`config.mk`:
```
export PLATFORM = sky130hd
export DESIGN_NAME = lsu_ctrl
export DESIGN_NICKNAME = d
export VERILOG_FILES = /design/src/rtl/lsu_defs_pkg.sv /design/src/rtl/lsu_ctrl_memsx.sv /design/src/rtl/lsu_ctrl.sv
export SDC_FILE = /design/constraint.sdc
export NUM_CORES = 1
export LEC_CHECK = 0
export BUFFER_PORTS_ARGS = -buffer_cell sky130_fd_sc_hd__buf_2
export CAP_MARGIN = 20
export CELL_PAD_IN_SITES_DETAIL_PLACEMENT = 1
export CELL_PAD_IN_SITES_GLOBAL_PLACEMENT = 2
export CORE_MARGIN = 2
export CORE_UTILIZATION = 26
export CTS_CLUSTER_SIZE = 12
export DETAILED_ROUTE_END_ITERATION = 8
export MAX_ROUTING_LAYER = met4
export PLACE_DENSITY = 0.9
export SYNTH_ARGS = -nofsm -noshare
export SYNTH_HDL_FRONTEND = slang
export SYNTH_SLANG_ARGS = --single-unit
```
`constraint.sdc`:
```
create_clock -name clk -period 2.1 [get_ports clk]
set_input_delay 0.42 -clock clk [delete_from_list [all_inputs] [get_ports clk]]
set_output_delay 0.42 -clock clk [all_outputs]
set_load 0.02 [all_outputs]
```
`src/rtl/lsu_defs_pkg.sv`:
```
// -----------------------------------------------------------------------------
// lsu_defs_pkg
//   Shared definitions for the load/store sequencer:
//     - access size codes in RV32I funct3 encoding
//     - FSM state encoding for lsu_ctrl
//     - byte-strobe base patterns (shifted by the byte offset for B/H)
//     - access_err(): alignment / legal-size check for one access
// -----------------------------------------------------------------------------
package lsu_defs_pkg;

    localparam logic [2:0] SZ_B  = 3'd0;
    localparam logic [2:0] SZ_H  = 3'd1;
    localparam logic [2:0] SZ_W  = 3'd2;
    localparam logic [2:0] SZ_BU = 3'd4;
    localparam logic [2:0] SZ_HU = 3'd5;

    typedef enum logic [1:0] {
        IDLE = 2'd0,
        BUSY = 2'd1,
        RESP = 2'd2
    } lsu_state_e;

    localparam logic [3:0] STRB_B = 4'b0001;
    localparam logic [3:0] STRB_H = 4'b0011;
    localparam logic [3:0] STRB_W = 4'b1111;

    // Returns 1 when the access must be rejected without touching memory:
    // reserved size codes, unsigned sizes on stores, or a misaligned H/W.
    function automatic logic access_err(input logic       we,
                                        input logic [2:0] size,
                                        input logic [1:0] addr_lo);
        logic err;
        err = 1'b0;
        case (size)
            SZ_B, SZ_BU: err = 1'b0;
            SZ_H, SZ_HU: err = addr_lo[0];
            SZ_W:        err = (addr_lo != 2'b00);
            default:     err = 1'b1;
        endcase
        if (we && (size > SZ_W)) begin
            err = 1'b1;
        end
        return err;
    endfunction

endpackage

```
`src/rtl/lsu_ctrl_memsx.sv`:
```
// -----------------------------------------------------------------------------
// memsx
//   Combinational sign/zero extender for load data. The input word is already
//   lane-shifted so the addressed byte/halfword sits in the LSBs.
//   Ports:
//     mem_size   in  3   funct3 size code (B, H, W, BU, HU)
//     mem_value  in  32  lane-shifted read word
//     mem_extend out 32  extended result (reserved codes pass the word through)
// -----------------------------------------------------------------------------
module memsx
    import lsu_defs_pkg::*;
(
    input  logic [2:0]  mem_size,
    input  logic [31:0] mem_value,
    output logic [31:0] mem_extend
);

    logic signed [7:0]  w_byte_s;
    logic signed [15:0] w_half_s;

    assign w_byte_s = mem_value[7:0];
    assign w_half_s = mem_value[15:0];

    always_comb begin
        mem_extend = mem_value;
        case (mem_size)
            SZ_B:    mem_extend = 32'(w_byte_s);
            SZ_H:    mem_extend = 32'(w_half_s);
            SZ_BU:   mem_extend = {24'd0, mem_value[7:0]};
            SZ_HU:   mem_extend = {16'd0, mem_value[15:0]};
            default: mem_extend = mem_value;
        endcase
    end

endmodule

```
`src/rtl/lsu_ctrl.sv`:
```
// -----------------------------------------------------------------------------
// lsu_ctrl
//   Load/store sequencer between the RV32I core and the data memory port.
//   One access at a time: IDLE accepts and checks it, BUSY holds a word-aligned
//   memory request with byte strobes until mem_ack, RESP pulses the response.
//   Misaligned or illegal accesses go straight IDLE -> RESP with resp_err.
//
//   Optional feature macro: LSU_TIMEOUT_EN
//     defined   - BUSY aborts with resp_err after TIMEOUT cycles without mem_ack
//                 (an ack arriving in the limit cycle still completes normally)
//     undefined - BUSY waits for mem_ack indefinitely
//
//   Ports:
//     clk, reset                 clock, synchronous active-high reset
//     req_valid/req_ready        core request handshake (ready only in IDLE)
//     req_we/size/addr/wdata     access description (size in funct3 encoding)
//     resp_valid/err/rdata       one-cycle response; rdata held until next one
//     mem_req/we/addr/wdata/wstrb memory request, stable while mem_req=1
//     mem_rdata/mem_ack          memory completion (rdata valid with ack)
// -----------------------------------------------------------------------------
module lsu_ctrl
    import lsu_defs_pkg::*;
#(
    parameter int TIMEOUT = 255
) (
    input  logic        clk,
    input  logic        reset,
    input  logic        req_valid,
    output logic        req_ready,
    input  logic        req_we,
    input  logic [2:0]  req_size,
    input  logic [31:0] req_addr,
    input  logic [31:0] req_wdata,
    output logic        resp_valid,
    output logic        resp_err,
    output logic [31:0] resp_rdata,
    output logic        mem_req,
    output logic        mem_we,
    output logic [31:0] mem_addr,
    output logic [31:0] mem_wdata,
    output logic [3:0]  mem_wstrb,
    input  logic [31:0] mem_rdata,
    input  logic        mem_ack
);

    lsu_state_e  r_state;
    logic        r_ready;
    logic        r_resp_valid;
    logic        r_resp_err;
    logic [31:0] r_resp_rdata;
    logic        r_mem_req;
    logic        r_mem_we;
    logic [31:0] r_mem_addr;
    logic [31:0] r_mem_wdata;
    logic [3:0]  r_mem_wstrb;
    logic [2:0]  r_size;
    logic [1:0]  r_addr_lo;

    logic        w_req_err;
    logic [3:0]  w_strb;
    logic [31:0] w_wdata_rep;
    logic [31:0] w_lane;
    logic [31:0] w_ext;

`ifdef LSU_TIMEOUT_EN
    localparam int CNT_W = $clog2(TIMEOUT + 1);
    logic [CNT_W-1:0] r_cnt;
    logic [CNT_W-1:0] w_cnt_next;
    // Counts the current BUSY cycle, so the limit hits in the TIMEOUT-th one.
    assign w_cnt_next = r_cnt + CNT_W'(1);
`else
    // TIMEOUT only matters when the abort counter is built in.
    logic w_unused_timeout;
    assign w_unused_timeout = (TIMEOUT == 0);
`endif

    assign w_req_err = access_err(req_we, req_size, req_addr[1:0]);

    // Strobes and replicated store data; only used when the access is legal,
    // so H is always halfword aligned here.
    always_comb begin
        w_strb      = STRB_W;
        w_wdata_rep = req_wdata;
        case (req_size)
            SZ_B: begin
                w_strb      = STRB_B << req_addr[1:0];
                w_wdata_rep = {4{req_wdata[7:0]}};
            end
            SZ_H: begin
                w_strb      = STRB_H << req_addr[1:0];
                w_wdata_rep = {2{req_wdata[15:0]}};
            end
            default: begin
                w_strb      = STRB_W;
                w_wdata_rep = req_wdata;
            end
        endcase
    end

    // Move the addressed byte/halfword down to bit 0 before extension.
    assign w_lane = mem_rdata >> {r_addr_lo, 3'b000};

    memsx u_memsx (
        .mem_size   (r_size),
        .mem_value  (w_lane),
        .mem_extend (w_ext)
    );

    always_ff @(posedge clk) begin
        if (reset) begin
            r_state      <= IDLE;
            r_ready      <= 1'b1;
            r_resp_valid <= 1'b0;
            r_resp_err   <= 1'b0;
            r_resp_rdata <= '0;
            r_mem_req    <= 1'b0;
            r_mem_we     <= 1'b0;
            r_mem_addr   <= '0;
            r_mem_wdata  <= '0;
            r_mem_wstrb  <= '0;
            r_size       <= SZ_B;
            r_addr_lo    <= '0;
`ifdef LSU_TIMEOUT_EN
            r_cnt        <= '0;
`endif
        end else begin
            case (r_state)
                IDLE: begin
                    if (req_valid) begin
                        r_ready   <= 1'b0;
                        r_size    <= req_size;
                        r_addr_lo <= req_addr[1:0];
                        if (w_req_err) begin
                            r_state      <= RESP;
                            r_resp_valid <= 1'b1;
                            r_resp_err   <= 1'b1;
                            r_resp_rdata <= '0;
                        end else begin
                            r_state     <= BUSY;
                            r_mem_req   <= 1'b1;
                            r_mem_we    <= req_we;
                            r_mem_addr  <= {req_addr[31:2], 2'b00};
                            r_mem_wdata <= w_wdata_rep;
                            r_mem_wstrb <= req_we ? w_strb : 4'b0000;
`ifdef LSU_TIMEOUT_EN
                            r_cnt       <= '0;
`endif
                        end
                    end
                end
                BUSY: begin
                    if (mem_ack) begin
                        r_state      <= RESP;
                        r_mem_req    <= 1'b0;
                        r_resp_valid <= 1'b1;
                        r_resp_err   <= 1'b0;
                        r_resp_rdata <= r_mem_we ? 32'd0 : w_ext;
                    end
`ifdef LSU_TIMEOUT_EN
                    else if (w_cnt_next == CNT_W'(TIMEOUT)) begin
                        r_state      <= RESP;
                        r_mem_req    <= 1'b0;
                        r_resp_valid <= 1'b1;
                        r_resp_err   <= 1'b1;
                        r_resp_rdata <= '0;
                    end else begin
                        r_cnt <= w_cnt_next;
                    end
`endif
                end
                RESP: begin
                    r_state      <= IDLE;
                    r_resp_valid <= 1'b0;
                    r_ready      <= 1'b1;
                end
                default: begin
                    r_state      <= IDLE;
                    r_resp_valid <= 1'b0;
                    r_mem_req    <= 1'b0;
                    r_ready      <= 1'b1;
                end
            endcase
        end
    end

    assign req_ready  = r_ready;
    assign resp_valid = r_resp_valid;
    assign resp_err   = r_resp_err;
    assign resp_rdata = r_resp_rdata;
    assign mem_req    = r_mem_req;
    assign mem_we     = r_mem_we;
    assign mem_addr   = r_mem_addr;
    assign mem_wdata  = r_mem_wdata;
    assign mem_wstrb  = r_mem_wstrb;

endmodule

```
# Word level (Yosys, flattened, before mapping)
# Index checks and enable logic that the tools add are counted.
[op_classes]
muxes = 26
n_eq_ne = 13
mul = 0
order_cmp = 1
reduce_logical = 15
shift = 3
n_bitwise = 3
addsub = 0
div_mod_pow = 0
[ops]
columns = ["op", "n"]
rows = [
  ["32-bit two-way mux", 4],
  ["32-bit case mux with 2 select lines", 2],
  ["32-bit case mux with 4 select lines", 1],
  ["32-bit by 5-bit right shift with 32-bit output", 1],
  ["3-bit equality test, second input constant", 4],
  ["1-bit two-way mux", 8],
  ["2-bit inequality test, second input constant", 4],
  ["4-bit case mux with 2 select lines", 1],
  ["4-bit AND reduction", 2],
  ["3-bit by 1-bit equality test with 1-bit output, second input constant", 2],
  ["3-bit logical NOT", 2],
  ["2-bit two-way mux", 3],
  ["1-bit case mux with 2 select lines", 3],
  ["1-bit case mux with 3 select lines", 2],
  ["2-bit AND reduction", 3],
  ["3-bit AND reduction", 2],
  ["4-bit two-way mux", 1],
  ["2-bit case mux with 2 select lines", 1],
  ["2-bit nonzero test", 2],
  ["2-bit OR reduction", 2],
  ["1-bit by 2-bit left shift with 4-bit output, first input constant", 1],
  ["2-bit by 2-bit left shift with 4-bit output, first input constant", 1],
  ["3-bit by 2-bit equality test with 1-bit output, second input constant", 1],
  ["3-bit by 2-bit greater-than comparator with 1-bit output, second input constant", 1],
  ["other kinds (5)", 7],
]
[totals]
register_bits = 110
elab_cells = 73
in_bits = 104
rom_bits = 0
latch_bits = 0
output_inout_bits = 105
ramBits = 0
mem_count = 0

# Logic depth before layout (Yosys ltp)
# Gate-level depths: netlist of the first run.
[logic_depth]
ltp_word = 7
ltp_mapped = 7
depth_no_buf = 4

# By module
# From an unflattened synthesis of the first run, not the netlist that was laid out.
[unflattened]
cells_unflattened = 677
area_unflattened_um2 = 5288.8
[modules_own_cells]
columns = ["mod", "area_each_um2", "cells_each", "instances", "seq_area_each_um2"]
rows = [
  ["lsu_ctrl", 4933.5, 610, 1, 2202.1],
  ["memsx", 355.3, 67, 1, 0.0],
]

# Worst setup path before layout of the first run
# Ideal clock, no wire load.
[synth_path]
path_kind = "in2reg"
start = "in req_size[0]"
end = "reg r_mem_we, in the netlist mem_we"
cell_stages = 7
required_time_ps = 1968
path_slack_ps = 252
path_buffers = 3
setup_time_ps = 132
t_arrival_ps = 1716
cell_sequence = "clkbuf_1 or4_4 a211o_1 clkbuf_1 buf_2 nand2_1 a21oi_1"
[synth_between]
elab_chain_cells = 6
elab_cells_between_ends = 13
classes_between = "order compare (1); eq/ne (4); mux (2); bitwise (1); reduce/logical (5)"
[synth_lines]
columns = ["element", "line_no", "rtl"]
rows = [
  ["from (decl)", "lsu_ctrl.sv:31", "input logic [2:0] req_size,"],
  ["3-bit by 1-bit equality test with 1-bit output (tied with other cells)", "lsu_defs_pkg.sv:34", "case (size)"],
  ["2-bit OR reduction", "lsu_defs_pkg.sv:34", ""],
  ["1-bit case mux with 3 select lines", "lsu_defs_pkg.sv:34", ""],
  ["1-bit two-way mux (*)", "lsu_defs_pkg.sv:40", "if (we && (size > SZ_W)) begin"],
  ["1-bit inverter (no source line) (*)", "--", ""],
  ["3-bit AND reduction (no source line) (*)", "--", ""],
  ["to (signal assigned)", "lsu_ctrl.sv:141", "r_mem_we <= req_we;"],
  ["to (decl)", "lsu_ctrl.sv:52", "logic r_mem_we;"],
]
# Mark *: on every way between the ends. The rest lies on a longest branch, timed or not.
# A chain may end at the register's enable or synchronous reset.

# Worst setup path after layout of the first run
[layout_path]
start = "reg r_addr_lo[0]"
end = "reg r_resp_rdata[13], in the netlist resp_rdata[13]"
[layout_between]
elab_chain_cells = 5
[layout_lines]
columns = ["element", "line_no", "rtl"]
rows = [
  ["from (decl)", "lsu_ctrl.sv:57", "logic [1:0] r_addr_lo;"],
  ["from (signal assigned)", "lsu_ctrl.sv:132", "r_addr_lo <= req_addr[1:0];"],
  ["32-bit by 5-bit right shift with 32-bit output", "lsu_ctrl.sv:101", "assign w_lane = mem_rdata >> {r_addr_lo, 3'b000};"],
  ["32-bit case mux with 4 select lines", "lsu_ctrl_memsx.sv:26", "case (mem_size)"],
  ["32-bit two-way mux", "lsu_ctrl.sv:157", "r_resp_rdata <= r_mem_we ? 32'd0 : w_ext;"],
  ["32-bit two-way mux", "lsu_ctrl.sv:152", "if (mem_ack) begin"],
  ["32-bit case mux with 2 select lines", "lsu_ctrl.sv:127", "case (r_state)"],
  ["to (signal assigned)", "lsu_ctrl.sv:157", ""],
  ["to (decl)", "lsu_ctrl.sv:50", "logic [31:0] r_resp_rdata;"],
]
# Every way passes these cells. The select of a mux whose other input is x is not followed.

==> flow_summary.toml, run 1 <==
[drt]
drc = 0
drt-total-wl_um = 16000
highest_layer = "met4"
avgRoutedWirePerCell_um = 16.1
antenna_left = 0
wl_met1_um = 7080
post_drt_via_cell_ratio = 4.76
dr.pass1.iters = 4
wl_met3_um = 1170
drtIter0Drc = 200
dr_wl_met2_um = 7580
num_vias = 4734

[global_route]
grt_pass1_vias = 4754
track_usage_pct = 16.9
grt_pass1_wl_um = 25600
grt_max_degree = 55
grt_overflow = 0
antenna_found_initial = 3

[clock_network]
clkTransAtPathRegs_ps = 80
hold_buffers = 0
cts_root_buf = "clkbuf_16"
htreeDepth = 3
cts_resized = 0
cts_setup_buffers = 0
cts_sinks = 110
clk_path_buf_depth = 2
clk_latency_ps = 350
cts_made_buffers = 9
cts_tree = "built"

[place]
gp_congestion = 0.767
place_area_um2 = 6130
io_buffers = 206
dp_hpwl_um = 11900
dp_slack_ps = 97.7
dp.cells = 976

[power_and_ir_drop]
p_leak_nw = 2.83
pwr_density_cell_nw_per_um2 = 733
power_mw = 4.70
vdd_drop_max_mv = 0.374

[layout]
design_area_um2 = 6410
final_layout_size_suffix_gt1_share_pct = 35.5
syn_to_final_growth_pct = 34.7
final_cells = 995
postLayoutCoreUtil_pct = 35.7
fillerInstances = 2211
final_nets = 862

[sta]
setup_viol = 0
rsz0062_at_grt = "no"
tightest_slew_ps = 805
worst_slack_ps = 307
fmaxAchievable_ghz = 0.558
fin_crit_sh_pct = 85.4
timing.hold.ws_ps = 298
finalHoldViolations = 0
slew_headroom_pct = 46.2
setup_tns_ps = 0
maxSlewViolCount = 0
post-route-min-period_ps = 1790
final.setup_skew_ps = 9.74

[die]
core_region_area_um2 = 18000
die_h_um = 139
dieArea_um2 = 19400
ios = 209
rows = 49
die_w_um = 139
start_util_pct = 26.5

[yosys]
synth-seq-cells = 110
synthAdderAreaFrac_pct = 0
ys_async_sr_fraction_pct = 0
synth-compound-area-share_pct = 22.0
synth_edf_count = 0
synth-simple-area-share_pct = 17.7
synth_xor_area_share_pct = 0
muxShareOfSynthArea_pct = 8.89
synthCells = 561
syn_area_um2 = 4760
synthFlopType = "dfxtp_1"
ys_seq_area_share_pct = 46.3
synth_top_family_by_area = "compound AO/OA/AOI/OAI gates"
ys_warn_count = 0
synth.distinct_cells = 43
avgSynthCellArea_um2 = 8.48

[min_path]
hold_depth = 3
hold_path_class = "in -> reg"
hold_start = "req_addr[9]"

[run_status]
outcome = "finished, final reports clean"

[worst_setup_path]
path_class = "reg -> reg"
worstSetupStartpointType = "flip-flop"
cp-startpoint = "r_addr_lo[0]"
r2r_start = "r_addr_lo[0]"
critPathRequiredTime_ps = 2390
crit_path_max_fanout = 8
cp-end-kind = "flip-flop"
rr_worst_depth = 4
crit_arrival_ps = 2090

[flow_run]
maxCapViolations = 0
[critical path: stages (launching register included)]
cell and delay, ps:
dfxtp_1 510, mux4_2 300, nor3b_1 680, a21oi_1 100
o21ai_1 140
[cells in the mapped netlist, types with 2 or more instances]
| master | n | share of area, % |
|---|---|---|
| buf_2 | 17 | 1.8 |
| buf_1 | 4 | 0.32 |
| mux2_2 | 8 | 1.9 |
| a22oi_1 | 16 | 2.5 |
| a211o_1 | 2 | 0.37 |
| clkbuf_1 | 20 | 1.6 |
| a21oi_1 | 69 | 7.3 |
| o211ai_1 | 9 | 1.4 |
| or2_2 | 2 | 0.26 |
| nor3_2 | 2 | 0.42 |
| o21a_1 | 2 | 0.32 |
| a311oi_1 | 8 | 1.5 |
| nand3b_1 | 9 | 1.4 |
| buf_6 | 3 | 0.71 |
| buf_4 | 4 | 0.63 |
| nand3_1 | 3 | 0.32 |
| o21ai_1 | 9 | 0.95 |
| mux2i_1 | 31 | 6.5 |
| nand2b_1 | 2 | 0.26 |
| a22o_1 | 8 | 1.5 |
| o21ai_0 | 31 | 3.3 |
| nand2_1 | 146 | 12 |
| a211oi_1 | 8 | 1.3 |
| dfxtp_1 | 110 | 46 |
| nor2_1 | 20 | 1.6 |
[routing by layer]
layer,GRT usage [%],vias to the layer above
met3,4.99,12
met2,26.9,153
met4,4.47,0
met1,21.1,2218
met5,-,-
li1,-,2351
[placed cells by master, fill, tap and decap left out, types with 9 or more instances in the layout]
cell       synthesis  layout
a21oi_1           69      69
buf_4              4      21
buf_2             17     206
a22oi_1           16      16
clkbuf_16          0       9
o211ai_1           9       9
nand3b_1           9       9
dfxtp_1          110     110
nor2_1            20      19
nand2_1          146     146
o21ai_0           31      31
mux2i_1           31      31
o21ai_1            9       9
[final timing paths]
path	to	slack [ps]
max	resp_rdata[13]	310
min	mem_addr[9]	300
max reg2reg	resp_rdata[13]	310
min reg2reg	resp_rdata[15]	450
[sequential cells by signal (all words and copies together), names as in the netlist, 2 cells and up]
register,count
mem_addr,30
r_state,2
mem_wstrb,4
r_addr_lo,2
mem_wdata,32
r_size,3
resp_rdata,32
[power by group]
group          switching (mW)  total (mW)  internal [mW]
clock                   0.821        1.64          0.816
combinational           0.499       0.827          0.328
sequential             0.0559        2.23           2.18
total                    1.38        4.70           3.32
[kinds of logic after synthesis]
family	count (synthesis)
AO/OA/AOI/OAI	168
buffers and inverters	48
flip-flops	110
multiplexers	40
other	1
AND/OR/NAND/NOR	194
[final cells by class]
| class | count | area (um^2) | share of cell area [%] |
|---|---|---|---|
| multi-input combinational | 404 | 2330 | 36.4 |
| sequential | 110 | 2200 | 34.3 |
| timing repair buffer | 233 | 1310 | 20.4 |
| tap | 229 | 287 | 4.47 |
| clock buffer | 10 | 229 | 3.57 |
| clock inverter | 6 | 45.0 | 0.703 |
| antenna | 3 | 7.51 | 0.117 |
(Power assumes the default switching activity.)
==> run 2: changes to the inputs <==
--- a/config.mk
+++ b/config.mk
@@ -14,7 +14,7 @@
 export CTS_CLUSTER_SIZE = 12
 export DETAILED_ROUTE_END_ITERATION = 8
 export MAX_ROUTING_LAYER = met4
-export PLACE_DENSITY = 0.9
+export PLACE_DENSITY_LB_ADDON = 0.08
 export SYNTH_ARGS = -nofsm -noshare
 export SYNTH_HDL_FRONTEND = slang
 export SYNTH_SLANG_ARGS = --single-unit
==> run 2 against run 1 <==
Against the previous run: combinational power up 1%; worst setup slack worse by 76 ps; first-iteration DRC count down 5.0%; die area is the same; clock power about the same; via count increased by 0.23%; hold slack gained 4.4 ps; global-route usage increased by 0.75 points.
==> flow_summary.toml, run 2 (same netlist as run 1, synthesis figures left out) <==
[sta]
setup_tns_ps = 0
fin_crit_sh_pct = 89.0
fmaxAchievable_ghz = 0.535
post-route-min-period_ps = 1870
maxSlewViolCount = 0
final.setup_skew_ps = 9.59
setup_viol = 0
tightest_slew_ps = 871
finalHoldViolations = 0
slew_headroom_pct = 41.8
rsz0062_at_grt = "no"

[layout]
antenna_cells = 0
final_cells = 987
syn_to_final_growth_pct = 33.8
layout_commonest_cell = "buf_2"
final_layout_size_suffix_gt1_share_pct = 35.1
final_nets = 857
layout_common_cells = "buf_2 (206), nand2_1 (146), dfxtp_1 (110)"

[clock_network]
clk_path_buf_depth = 2
cts_root_buf = "clkbuf_16"
clk_latency_ps = 350
clkTransAtPathRegs_ps = 70
cts_resized = 0
htreeDepth = 3
cts_sinks = 110
cts_setup_buffers = 0
hold_buffers = 0
cts_tree = "built"
cts_made_buffers = 9

[global_route]
grt_pass1_wl_um = 26500
use_met1_pct = 22.9
grtUsageMet2_pct = 27.8
grt_pass1_vias = 4812
top_usage_layer = "met2"
antenna_found_initial = 0
grtUsageMet3_pct = 3.61
grt_overflow = 0
grt_max_degree = 58
track_usage_pct = 17.7

[worst_setup_path]
crit_slowest_cell = "nor2_2"
critPathRequiredTime_ps = 2400
crit_buf_inv = 1
crit_arrival_ps = 2170
crit_path_max_fanout = 16
cp_cell_sequence = "nand3b_1 > nor2_2 > o2111ai_2 > buf_4 > nand2_1"
cp-end-kind = "flip-flop"
worstSetupStartpointType = "flip-flop"
path_class = "reg -> reg"
critical_path.top_delay_family = "simple AND/OR/NAND/NOR gates"
slowest_delay_ps = 500

[power_and_ir_drop]
vdd_drop_max_mv = 0.412
pwr_density_cell_nw_per_um2 = 743
p_leak_nw = 2.81

[drt]
drc = 0
dr.pass1.iters = 4
avgRoutedWirePerCell_um = 17.3
drt-total-wl_um = 17000
antenna_left = 0
drtIter0Drc = 190
num_vias = 4745
post_drt_via_cell_ratio = 4.81

[die]
ios = 209
core_region_area_um2 = 18000
die_w_um = 139
die_h_um = 139
dieArea_um2 = 19400
rows = 49
start_util_pct = 26.5

[place]
io_buffers = 206
dp.cells = 971
gp_congestion = 0.776
dp_hpwl_um = 12600

[min_path]
hold_path_class = "in -> reg"

[run_status]
outcome = "finished, final reports clean"

[flow_run]
maxCapViolations = 0
==> run 2: cell count changes in the layout (fill, tap and decap cells not counted), sizes merged <==
cell / change
buf: -5
clkbuf: +1
inv: -1
diode: -3
==> run 2: metal layers <==
metal	share of wire, %	wire (um)	vias to the layer above
met2	47	8060	136
met1	45	7710	2255
met4	1.8	306	0
met3	5.6	949	19
met5	0	0	-
li1	-	-	2335
==> run 2: final timing paths <==
kind / startpoint / endpoint / depth (start not counted) / slack [ps]
setup reg to reg: r_state[1] / resp_rdata[31] / 5 / 230
hold reg to reg: resp_rdata[11] / resp_rdata[11] / 2 / 450
hold / removal: req_addr[13] / mem_addr[13] / 3 / 300
setup / recovery: r_state[1] / resp_rdata[31] / 5 / 230
==> run 2: per-stage QoR <==
stage	hold slack (ps)	setup slack (ps)	power, mW	utilization, %	area (um^2)
floorplan	467	252	2.77	-	4760
global placement	433	118	3.12	33.9	6090
detailed placement	445	39.3	3.14	33.9	6090
CTS	286	177	4.82	35.4	6370
global route	290	3.59	4.99	35.4	6370
finish	303	231	4.73	35.4	6370
==> run 2: worst min-delay path, delay by kind of cell <==
| kind | cells | cell delay [ps] |
|---|---|---|
| AO/OA/AOI/OAI | 1 | 50 |
| buffers and inverters | 1 | 100 |
| AND/OR/NAND/NOR | 1 | 50 |
==> run 2: cell type report <==
cell class	count	area, um^2
sequential	110	2200
tap	229	287
fill	2211	11600
clock buffer	11	243
clock inverter	5	32.5
multi-input combinational	404	2330
timing repair buffer	228	1270
==> run 2: where the power goes <==
group / internal [mW] / switching (mW)
clock network: 0.841 / 0.817
registers: 2.18 / 0.0561
logic: 0.322 / 0.517
==> run 3: changes to the inputs <==
--- a/config.mk
+++ b/config.mk
@@ -9,6 +9,7 @@
 export CAP_MARGIN = 20
 export CELL_PAD_IN_SITES_DETAIL_PLACEMENT = 1
 export CELL_PAD_IN_SITES_GLOBAL_PLACEMENT = 2
+export CORE_ASPECT_RATIO = 1.5
 export CORE_MARGIN = 2
 export CORE_UTILIZATION = 26
 export CTS_CLUSTER_SIZE = 12
==> run 3 against run 2 <==
Against the previous run: hold slack worse by 9.2 ps; global-route usage shrank 0.14 points; final area shrank 0.16%.
==> flow_summary.toml, run 3 (same netlist as run 1, synthesis figures left out) <==
[global_route]
grt_max_degree = 69
grt_pass1_vias = 5001
antenna_found_initial = 2
track_usage_pct = 17.5
grt_pass1_wl_um = 26000
grt_overflow = 0

[drt]
avgRoutedWirePerCell_um = 17.0
post_drt_via_cell_ratio = 4.87
num_vias = 4769
dr.pass1.iters = 4
drc = 0
drt-total-wl_um = 16700
antenna_left = 0
drtIter0Drc = 155

[place]
dp_hpwl_um = 12400
gp_congestion = 0.759
io_buffers = 206
dp_slack_ps = 43.0

[sta]
slew_headroom_pct = 43.2
final.setup_skew_ps = 5.06
rsz0062_at_grt = "no"
post-route-min-period_ps = 1890
worst_slack_ps = 206
maxSlewViolCount = 0
setup_viol = 0
fin_crit_sh_pct = 90.2
fmaxAchievable_ghz = 0.528
finalHoldViolations = 0
setup_tns_ps = 0
timing.hold.ws_ps = 293
tightest_slew_ps = 850

[min_path]
hold_path_class = "in -> reg"

[power_and_ir_drop]
pwr_density_cell_nw_per_um2 = 758
p_leak_nw = 2.81
vdd_drop_max_mv = 0.350

[worst_setup_path]
critPathRequiredTime_ps = 2400
critPathCapture = "resp_rdata[27]"
reg2reg_slack_ps = 210
rr_worst_depth = 5
crit_arrival_ps = 2190
cp-end-kind = "flip-flop"
crit_path_max_fanout = 16
cp-startpoint = "r_state[1]"
path_class = "reg -> reg"
r2r_end = "resp_rdata[27]"
r2r_start = "r_state[1]"
worstSetupStartpointType = "flip-flop"

[clock_network]
clk_latency_ps = 350
clk_path_buf_depth = 2
cts_tree = "built"
cts_root_buf = "clkbuf_16"
cts_setup_buffers = 0
cts_made_buffers = 9
clkTransAtPathRegs_ps = 80
htreeDepth = 3
hold_buffers = 0
cts_sinks = 110
cts_resized = 0

[flow_run]
maxCapViolations = 0

[layout]
syn_to_final_growth_pct = 33.6
final_layout_size_suffix_gt1_share_pct = 35.3
layout_common_cells = "buf_2 (206), nand2_1 (146), dfxtp_1 (110)"
final_nets = 859
fillerInstances = 2188
layout_commonest_cell = "buf_2"

[die]
start_util_pct = 26.5
die_h_um = 170
die_w_um = 114
ios = 209
dieArea_um2 = 19400
rows = 60
core_region_area_um2 = 17900

[run_status]
outcome = "finished, final reports clean"
==> run 3: area by class of cell <==
type | instances | area, um^2 | area share [%]
clock buffer | 9 | 225 | 3.54
clock inverter | 6 | 70.1 | 1.10
antenna | 3 | 7.51 | 0.118
sequential | 110 | 2200 | 34.6
tap | 217 | 272 | 4.27
multi-input combinational | 404 | 2330 | 36.7
timing repair buffer | 230 | 1250 | 19.6
==> run 3: worst min-delay path by stage <==
stage	startpoint	end	cells after the start	slack [ps]
after floorplan	r_size[2]	r_size[2]	2	470
after CTS	req_addr[14]	mem_addr[14]	3	280
after global routing	req_addr[14]	mem_addr[14]	3	290
final	req_addr[14]	mem_addr[14]	3	290
after detailed placement	resp_rdata[14]	resp_rdata[14]	2	450
after global placement	resp_rdata[9]	resp_rdata[9]	2	440
==> run 3: power by group <==
group / internal [mW] / switching [mW]
Clock: 0.931 / 0.826
Combinational: 0.319 / 0.509
Sequential: 2.18 / 0.0561
==> run 3: critical path, cell delays in order (launching register included) <==
cell,delay (ps)
dfxtp_1,460
nand3b_1,370
nor2_2,510
o2111ai_2,170
buf_4,240
nand2_1,70
==> run 3: metal layers <==
layer	vias up	part of all wire [%]	track usage [%]
met5	-	0	-
met4	0	2.8	7.48
met3	23	6.7	5.21
met2	136	51	29.8
met1	2261	39	18.8
li1	2349	-	-
==> run 3: stage by stage <==
stage / power (mW) / instance area [um^2] / std cells / utilization, %
final: 4.82 / 6360 / 979 / 35.4
after global routing: 5.06 / 6350 / 978 / 35.4
after CTS: 4.91 / 6350 / 976 / 35.4
after detailed placement: 3.13 / 6050 / 961 / 33.7
after global placement: 3.11 / 6050 / 961 / 33.7
after floorplan: 2.77 / 4760 / 562 / -
